`config.mk`:
```
export PLATFORM = sky130hd
export DESIGN_NAME = ifetch_unit
export DESIGN_NICKNAME = d
export VERILOG_FILES = /design/src/rtl/ifetch_unit.sv
export SDC_FILE = /design/constraint.sdc
export NUM_CORES = 1
export LEC_CHECK = 0
export CORE_UTILIZATION = 50
export CTS_BUF_LIST = sky130_fd_sc_hd__clkbuf_4
export CTS_CLUSTER_DIAMETER = 50
export DETAILED_ROUTE_END_ITERATION = 7
export PLACE_DENSITY = 0.76
export SLEW_MARGIN = 20
export SYNTH_ARGS = -nofsm -noshare
export SYNTH_HDL_FRONTEND = slang
export SYNTH_SLANG_ARGS = --single-unit
```
`constraint.sdc`:
```
create_clock -name i_clk -period 2.7 [get_ports i_clk]
set_input_delay 0.675 -clock i_clk [delete_from_list [all_inputs] [get_ports i_clk]]
set_output_delay 0.675 -clock i_clk [all_outputs]
set_load 0.01 [all_outputs]
```
`src/rtl/ifetch_unit.sv`:
```
// Instruction fetch front end: single-outstanding imem reader feeding a small
// instruction FIFO, with branch redirect, wrong-path flush and misalignment halt.
module ifetch_unit #(
  parameter logic [31:0] RESET_PC   = 32'h0000_0000,
  parameter int          FIFO_DEPTH = 2
) (
  input  logic        i_clk,
  input  logic        i_reset,
  input  logic        i_redirect,
  input  logic [31:0] i_redirect_pc,
  output logic        o_imem_req,
  output logic [31:0] o_imem_addr,
  input  logic        i_imem_rvalid,
  input  logic [31:0] i_imem_rdata,
  output logic        o_instr_vld,
  output logic [31:0] o_instr,
  output logic [31:0] o_pc,
  input  logic        i_instr_rdy,
  output logic        o_fetch_err
);
  localparam int AW = $clog2(FIFO_DEPTH);
  localparam int CW = AW + 1;
  localparam logic [CW-1:0] FULL = CW'(FIFO_DEPTH);

  typedef enum logic [1:0] {FETCH, STALL, DRAIN, ERR} state_t;

  state_t        state_q, state_d;
  logic          live_q;
  logic [31:0]   addr_q, addr_d;
  logic [31:0]   tgt_q, tgt_d;
  logic          err_q, err_d;
  logic [CW-1:0] count_q, count_d;
  logic [AW-1:0] rd_q, wr_q;
  logic [31:0]   pc_mem    [FIFO_DEPTH];
  logic [31:0]   instr_mem [FIFO_DEPTH];
  logic          push, pop, flush, redir, misaligned;

  // live_q keeps the first request one cycle behind reset release.
  assign o_imem_req  = live_q && (state_q == FETCH || state_q == DRAIN);
  assign o_imem_addr = addr_q;
  assign o_instr_vld = (count_q != '0);
  assign o_instr     = instr_mem[rd_q];
  assign o_pc        = pc_mem[rd_q];
  assign o_fetch_err = err_q;

  always_comb begin
    // NOTE: every signal driven here gets a default first, so no path can infer a latch.
    state_d    = state_q;
    addr_d     = addr_q;
    tgt_d      = tgt_q;
    err_d      = err_q;
    push       = 1'b0;
    flush      = 1'b0;
    redir      = i_redirect && (state_q != ERR);
    misaligned = (i_redirect_pc[1:0] != 2'b00);
    pop        = o_instr_vld && i_instr_rdy && !redir;

    if (redir) begin
      flush = 1'b1;
      err_d = err_q | misaligned;
      if (o_imem_req && !i_imem_rvalid) begin
        // Old address stays on the bus until its response arrives and is dropped.
        state_d = DRAIN;
        tgt_d   = i_redirect_pc;
      end else begin
        state_d = (err_q || misaligned) ? ERR : FETCH;
        addr_d  = i_redirect_pc;
      end
    end else begin
      case (state_q)
        FETCH: if (o_imem_req && i_imem_rvalid) begin
          push   = 1'b1;
          addr_d = addr_q + 32'd4;
          if (count_q - CW'(pop) == FULL - CW'(1)) state_d = STALL;
        end
        STALL: if (pop) state_d = FETCH;
        DRAIN: if (i_imem_rvalid) begin
          state_d = err_q ? ERR : FETCH;
          addr_d  = tgt_q;
        end
        default: ;
      endcase
    end

    count_d = flush ? '0 : count_q + CW'(push) - CW'(pop);
  end

  always_ff @(posedge i_clk or negedge i_reset) begin
    if (!i_reset) begin
      state_q <= FETCH;
      live_q  <= 1'b0;
      addr_q  <= RESET_PC;
      tgt_q   <= RESET_PC;
      err_q   <= 1'b0;
      count_q <= '0;
    end else begin
      // NOTE: non-blocking so every register samples pre-edge values whatever the statement order.
      state_q <= state_d;
      live_q  <= 1'b1;
      addr_q  <= addr_d;
      tgt_q   <= tgt_d;
      err_q   <= err_d;
      count_q <= count_d;
    end
  end

  // NOTE: storage is reset because o_instr/o_pc are driven straight from it and must read zero out of reset.
  always_ff @(posedge i_clk or negedge i_reset) begin
    if (!i_reset) begin
      rd_q <= '0;
      wr_q <= '0;
      for (int i = 0; i < FIFO_DEPTH; i++) begin
        pc_mem[i]    <= '0;
        instr_mem[i] <= '0;
      end
    end else if (flush) begin
      rd_q <= '0;
      wr_q <= '0;
    end else begin
      if (push) begin
        pc_mem[wr_q]    <= addr_q;
        instr_mem[wr_q] <= i_imem_rdata;
        wr_q            <= wr_q + AW'(1);
      end
      if (pop) rd_q <= rd_q + AW'(1);
    end
  end
endmodule

```
==> results of run 1 <==
[cell families after synthesis]
logic type / after synthesis / share of synthesized area
AO/OA/AOI/OAI: 96 / 0.06258
XOR/XNOR: 21 / 0.01905
buffers and inverters: 67 / 0.03200
other: 1 / 0.0003883
flip-flops: 200 / 0.5183
multiplexers: 233 / 0.2698
adder cells (fa/ha/maj): 4 / 0.005183
AND/OR/NAND/NOR: 176 / 0.09277
[registers in the layout, indices dropped and copies added, names as in the netlist]
register,count
count_q,2
instr_mem,64
live_q,1
o_fetch_err,1
o_imem_addr,32
pc_mem,64
rd_q,1
state_q,2
tgt_q,32
wr_q,1
[placed cells by master (no fill, tap or decap), drive strengths merged, types with 12 or more instances in the layout]
master,n
mux2,218
dfrtp,200
clkdlybuf4s50,102
buf,62
nand2,61
clkbuf,61
o21ai,32
a21oi,27
nor2,27
nand3,21
mux2i,15
inv,15
nand4,14
xnor2,13
dlygate4sd2,13
and3,12
[through the flow]
step,std cells,hold WS [ns]
4_1_cts,1264,0.4996
6_report,1263,0.4990
5_1_grt,1263,0.5321
3_3_place_gp,1218,0.4584
3_5_place_dp,1218,0.4653
2_1_floorplan,798,0.3794
[how the worst max path moves through the flow]
stage          startpoint          end  slack [ns]  depth (start not counted)
2_1_floorplan  i_redirect   state_q[1]        0.07                         10
3_3_place_gp   i_redirect   state_q[1]        0.09                          9
3_5_place_dp   i_redirect   state_q[1]        0.01                          9
4_1_cts              rd_q   o_instr[4]       -0.12                          5
5_1_grt              rd_q   o_instr[3]       -0.02                          5
6_report             rd_q  o_instr[21]        0.08                          4
[repair_timing]
action                                  CTS  global route
buffers inserted                         11             2
gates cloned                              2             0
hold endpoints to repair                 34             0
gates resized for setup                  81            91
endpoints found under the setup margin   64            48
hold buffers                              1             0
[layout make-up]
cell class,instances,share of cell area
Multi-Input combinational cell,531,0.3608
Clock inverter,13,0.01033
Timing Repair Buffer,227,0.1728
Sequential cell,200,0.4135
Clock buffer,19,0.01178
Antenna cell,1,0.0002067
Tap cell,260,0.02687
Inverter,12,0.003721
[layer usage]
layer	up-vias	wire [um]	part of all wire	global-route usage
met4	0	277	0.012	0.06865
met2	227	10840	0.47	0.3894
met5	-	0	0	0
li1	3252	-	-	-
met3	27	1216	0.053	0.03940
met1	3399	10620	0.46	0.3388
[where the power goes]
| part | internal (W) | switching [W] | total, W | leakage (nW) |
|---|---|---|---|---|
| logic | 0.00315 | 0.00256 | 0.00571 | 2.87 |
| registers | 0.00421 | 0.000926 | 0.00514 | 2.55 |
| clock network | 0.000565 | 0.000980 | 0.00154 | 0.150 |
| total | 0.00793 | 0.00447 | 0.0124 | 5.57 |
[worst reg2reg max path, cell delays in order, from the launching register on]
cell     delay [ns]
dfrtp_1        0.58
and4_1         0.46
nand4_4        0.24
or3_1          0.41
nor3b_1        0.15
or3_1          0.34
==> flow_results.org, run 1 <==
** Outcome
- The flow ran to the end, and the final reports show no timing, DRC or antenna violations.

** Floorplan
- Starting density of the core :: 0.5128
- After floorplanning, the core was sized to cover about 0.019 mm2.
- Row generation in the floorplan step produced 50 rows.
- Die boundary width :: between 100 and 150 um
- Die span in y :: approximately 140 um
- In this run the count of I/O pins placed on the die edge is 168.
- The die covers around 0.020 mm2.

** Yosys
- Syn Nets :: a little under 900
- The most common cell in the synthesized netlist is mux2_2.
- The synthesized netlist contains 54 unique library cells.
- The largest total area in the synthesized netlist belongs to dfrtp_1.
- In the synthesized netlist the async set-or-reset flop fraction comes to 1.000.
- Yosys warnings :: 0
- The commonest cells after synthesis are mux2_2, dfrtp_1, nand2_1, o21ai_0.
- Yosys mapped a number of flops with a built-in enable equal to 0.
- Biggest area contributors in the synthesized netlist :: dfrtp_1, mux2_2, nand2_1
- Post-synthesis instance area :: 0.009657 mm2
- Of the post-synthesis cell area, the dominant cell type holds 0.5183.
- Synthesis produced 798 cells.
- Mean Syn Cell Area :: 12.10 um2
- Most used flip-flop cell after synthesis :: dfrtp_1
- Synthesis inferred 200 register bits.
- The share of the Yosys chip area taken by registers is 0.5183.

** Detailed routing
- Detailed Route Iter0 Violations :: around 380
- Summing over every cut layer, the via total after detailed routing is between 6,000 and 7,000.
- Ratio of routed vias to standard cells :: roughly 5.5
- Post-route DRC violation count :: 0
- The first TritonRoute pass finished after 6 iterations.
- Post-route antenna net violation count :: 0
- Wirelength per Cell :: 18.17 um
- Detailed Route WL :: ~23 mm

** GRT
- Entering global routing, the biggest net connects 72 pins.
- For this run, the total global-route usage over all layers was measured as 0.2418.
- Initial antenna violation count :: 1
- Global-route wire length before repair :: around 37 mm
- The via count of the first global-routing pass came to approximately 7,000.
- After global routing the overflow that remains totals 0.

** Clock tree
- Longest Clk Path Bufs :: 2
- TritonCTS built the clock tree.
- The root buffer cell chosen for the clock tree is clkbuf_4.
- The H-tree was split into 4 levels.
- After clock tree synthesis, the clock-pin slew on the worst setup and hold paths is roughly 0.16 ns.
- Skew-Pair Late Insertion Delay :: 0.56 ns
- CTS sink count :: 200
- TritonCTS created 17 clock buffers.

** Timing
- Unrepaired setup endpoints after global routing :: yes
- Maximum clock frequency :: about 0.38 GHz
- Ratio of final minimum period to clock period :: 0.9719
- The max-slew violation total from the final report came to 0.
- Setup slack on the critical path of the routed design comes to 0.07586 ns.
- Headroom to the max-slew limit came out at 0.6591.
- Final-layout setup total negative slack :: 0 ns
- Worst-margin pin slew :: 0.5114 ns
- # setup viols final :: 0
- Post-route minimum period :: ~2.6 ns
- Final hold vios :: 0
- Worst Clk Skew :: roughly 0.024 ns

** Worst setup path
- Ordered cell list for the critical path :: buf_6, buf_12, mux2_2, clkdlybuf4s15_1
- Across all register-to-register paths, the minimum setup slack is roughly 0.43 ns.
- The worst setup path is launched from a register.
- Slowest cell delay on critical path :: 0.54 ns
- The startpoint identified for the worst register-to-register timing path is o_imem_addr[2].
- In this run the critical register-to-register path is captured at o_imem_addr[25].
- STA puts the critical path data required time at approximately 2.0 ns.
- The worst setup path is of the register to primary output kind.
- Arrival time reported for the critical path endpoint :: just under 2 ns
- Highest fanout seen on the critical path :: 14
- Slowest cell on the critical path :: dfrtp_2
- Top Family by Delay on Critical Path :: flip-flops
- Buffers and inverters on the worst path :: 3
- The worst setup path is captured at a primary output.
- Measured in cells, the most critical reg-to-reg path has a length of 5.

** Placement
- Port buffering added between 150 and 200 buffers.
- OpenSTA, run right after detailed placement, puts the worst setup slack at approximately 0.015 ns.
- Once detailed placement completed, the half-perimeter wirelength came to 15.99 mm.
- Once placement finished, the instance area stood at between 0.01 and 0.015 mm2.
- At the end of routability-driven placement, the weighted congestion stood at just under 0.9.

** Pwr
- In this run the static leakage power is around 5.6 nW.
- Total power of the final layout :: ~0.012 W
- VDD sags by at most 510.9 uV.
- Dividing total power by cell area gives a power density of about 1000 mW/mm2.

** Finish
- After routing the design area is approximately 0.012 mm2.
- Final standard cell utilization of the core :: 0.6429
- In the final layout, the multi-input gates occupy about 0.0044 mm2.
- Counting the fill cells in the layout gives ~1,500.
- Relative to the synthesized area, the layout overhead comes to 25.37%.
- After the last flow step, the layout net total stands at approximately 1,100.
- Registers take 0.005006 mm2.
- In the final layout, the share of cells above drive strength 1 is 0.3633.

** Hold path
- For hold timing, the worst endpoint is pc_mem[27].
- Counting instances, the worst hold path has a depth of 2.
- The startpoint identified for the worst hold timing path is pc_mem[27].
- Min-Delay Path Class :: register to register

** Job
- Across the run, the number of max-cap violations was 0.
No activity file was read; power rests on OpenSTA's default activity.
==> run 2: changes to the inputs <==
clock period = 2.8 ns   (was 2.7 ns; I/O delays follow)
==> flow_results.org, run 2 (synthesis gave the netlist of run 1 again) <==
** Outcome
- Result of the run :: finished clean

** Job
- Maximum capacitance violations :: 0

** Pwr
- Dividing total power by cell area gives a power density of just under 1000 mW/mm2.
- Largest voltage drop on the vdd net :: between 500 and 600 uV
- Leakage power figure :: ~5.7 nW
- Overall power consumption after layout is estimated at between 0.01 and 0.015 W.

** Clock tree
- In this run, post-CTS hold repair placed 0 buffers.
- Counting along the longest clock path gives a buffer depth of 2.
- The later pin in the worst-skew pair is clocked with a latency of 0.60 ns.
- CTS buffer count :: 17
- In this run the number of H-tree levels came out at 4.
- In this run the clock root is driven by a clkbuf_4.
- Clock tree synthesis found a total of 200 sinks.
- Clock-pin slew was measured on the worst setup and hold paths at about 0.17 ns.
- CTS tree :: built

** Detailed routing
- Post-route DRC violation count :: 0
- The detail route stage leaves a number of antenna-violating nets equal to 0.
- Ratio of routed vias to standard cells :: 5.560
- Count of vias placed by the detailed router :: between 7,000 and 8,000
- Wirelength per Cell :: between 15 and 20 um
- After the first detailed-routing iteration, the DRC count stood at approximately 470.
- Summed over all layers, the routed wires come to around 24 mm.
- First-pass DRT Iterations :: 6

** Finish
- Final non-filler cell area :: 0.01217 mm2
- After the last flow step, the layout net total stands at 1,058.
- The count of cells in the finished layout, fillers not included, comes to 1,260.
- Fill cells :: about 1,500
- Most used cells in the layout excluding fill and tap cells :: mux2_2, dfrtp_1, clkdlybuf4s50_1
- Leading cell type in the layout, fill and taps excluded :: mux2_2
- Fraction of layout instances using a drive strength above 1 :: 0.3567
- In the final layout, the registers with the most flip-flops are instr_mem: 64 flops, pc_mem: 64 flops.
- From synthesis to final layout, the design area changed by 26.04%.

** Worst setup path
- STA classifies the critical path startpoint as a register.
- The largest single stage delay on the critical path is between 0.4 and 0.5 ns.
- Arrival time reported for the critical path endpoint :: around 2.0 ns
- In this design, the largest share of critical-path delay is due to buffers and inverters.
- Critical setup path kind :: register to primary output
- Nature of the critical path endpoint :: primary output
- STA puts the critical path data required time at ~2.1 ns.
- Along the worst path, the maximum fanout reaches 7.
- Walking the worst path, the cells encountered are buf_12, buf_6, buf_16, mux2_2, clkdlybuf4s15_2.
- Slowest cell on the critical path :: dfrtp_2
- The number of buffers and inverters on the critical path is 4.

** Timing
- Setup total negative slack on the finished layout was measured at 0 ns.
- At the pin with the least slew margin, the transition time is 0.6145 ns.
- The total count of hold-check failures in the final report was 0.
- The max-slew violation total from the final report came to 0.
- # setup viols final :: 0
- Post-route minimum period :: 2.719 ns
- In this run the tightest slew margin relative to its limit is 0.5903.
- WHS :: between 0.07 and 0.08 ns
- Unrepaired setup endpoints after global routing :: no
- Maximum clock frequency :: between 0.3 and 0.4 GHz
- Between clock sinks in the finished design, the worst skew comes to 0.01571 ns.
- Ratio of final minimum period to clock period :: 0.9711

** GRT
- Initial antenna violation count :: 1
- The via count of the first global-routing pass came to 6,990.
- GRT Overall Usage :: 0.2450
- GRT overflow :: 0
- Global-route wire length before repair :: ~37 mm
- Maximum number of pins on one net before global-route repair :: 75

** Placement
- Count of input and output buffers :: between 150 and 200
- Placer Congestion :: 0.9048
- Once placement finished, the instance area stood at 0.01183 mm2.
- The HPWL after detailed placement is about 16 mm.
- Placed instance count :: about 1,200

** Floorplan
- Cell Rows :: 50
- Die boundary width :: roughly 140 um
- In this run the vertical extent of the chip is between 100 and 150 um.
- During I/O placement, the number of pins put on the boundary was ~170.
- The floorplan step defined a die boundary enclosing 0.01987 mm2.
- For this configuration, the core starts out at a cell density of 0.5128.
- The core region is 0.01883 mm2.

** Hold path
- The path class of the tightest hold or removal check is input port to async pin.
run 2: changes by cell type in the layout (fill, tap and decap cells not counted), moves of 3 or more:
cell             delta
clkbuf_2           -27
buf_2              +20
dlymetal6s2s_1     +11
clkdlybuf4s15_1     -4
clkinvlp_4          +4
clkinv_2            -3
run 2: final timing paths:
check                                from         endpoint  slack [ns]  cells after the start
setup reg to reg           o_imem_addr[7]  o_imem_addr[25]        0.44                      5
hold reg to reg                pc_mem[15]       pc_mem[15]        0.51                      2
hold / removal                    i_reset     instr_mem[9]        0.08                      1
max in group asynchronous         i_reset             rd_q        2.00                      2
min in group i_clk             pc_mem[15]       pc_mem[15]        0.51                      2
setup / recovery                     rd_q         o_pc[23]        0.08                      5
run 2: metrics by stage:
| stage | utilization | worst slack (ns) |
|---|---|---|
| floorplan | - | 0.1477 |
| global placement | 0.6281 | 0.08582 |
| detailed placement | 0.6281 | 0.07941 |
| CTS | 0.6462 | -0.08766 |
| global route | 0.6464 | 0.001591 |
| finish | 0.6464 | 0.08102 |
run 2: where the power goes:
part | switching (W) | internal [W] | leakage, nW
clock network | 0.00102 | 0.000457 | 0.133
logic | 0.00243 | 0.00312 | 3.00
registers | 0.000960 | 0.00406 | 2.55
run 2: worst register-to-register path, cell delays in order (launching register included):
cell     delay, ns
dfrtp_1       0.56
and4_1        0.48
nand4_4       0.29
or3_1         0.43
nor3b_1       0.15
or3_1         0.35
run 2: area by class of cell:
| type | instances | area [um2] | share of cell area |
|---|---|---|---|
| flip-flops and latches | 200 | 5006 | 0.4113 |
| multi-input cells | 531 | 4372 | 0.3592 |
| repair buffers | 223 | 2148 | 0.1765 |
| well taps | 260 | 325.3 | 0.02673 |
| clock inverters | 15 | 142.6 | 0.01172 |
| clock buffers | 17 | 127.6 | 0.01049 |
| inverters | 12 | 45.04 | 0.003701 |
| diodes | 2 | 5.005 | 0.0004112 |
run 2: routing by layer:
metal  vias to the layer above  global-route usage  routed length [um]
li1                       3242                   -                   -
met1                      3504              0.3324               10600
met2                       228              0.4006               11250
met3                        31             0.04178                1297
met4                         0             0.08124                 370
met5                         -                   0                   0
run 2: timing repair:
item / in CTS / in global routing
setup endpoints to repair: 64 / 46
setup buffers: 7 / 5
resized for setup: 140 / 36
gates cloned: 3 / 1
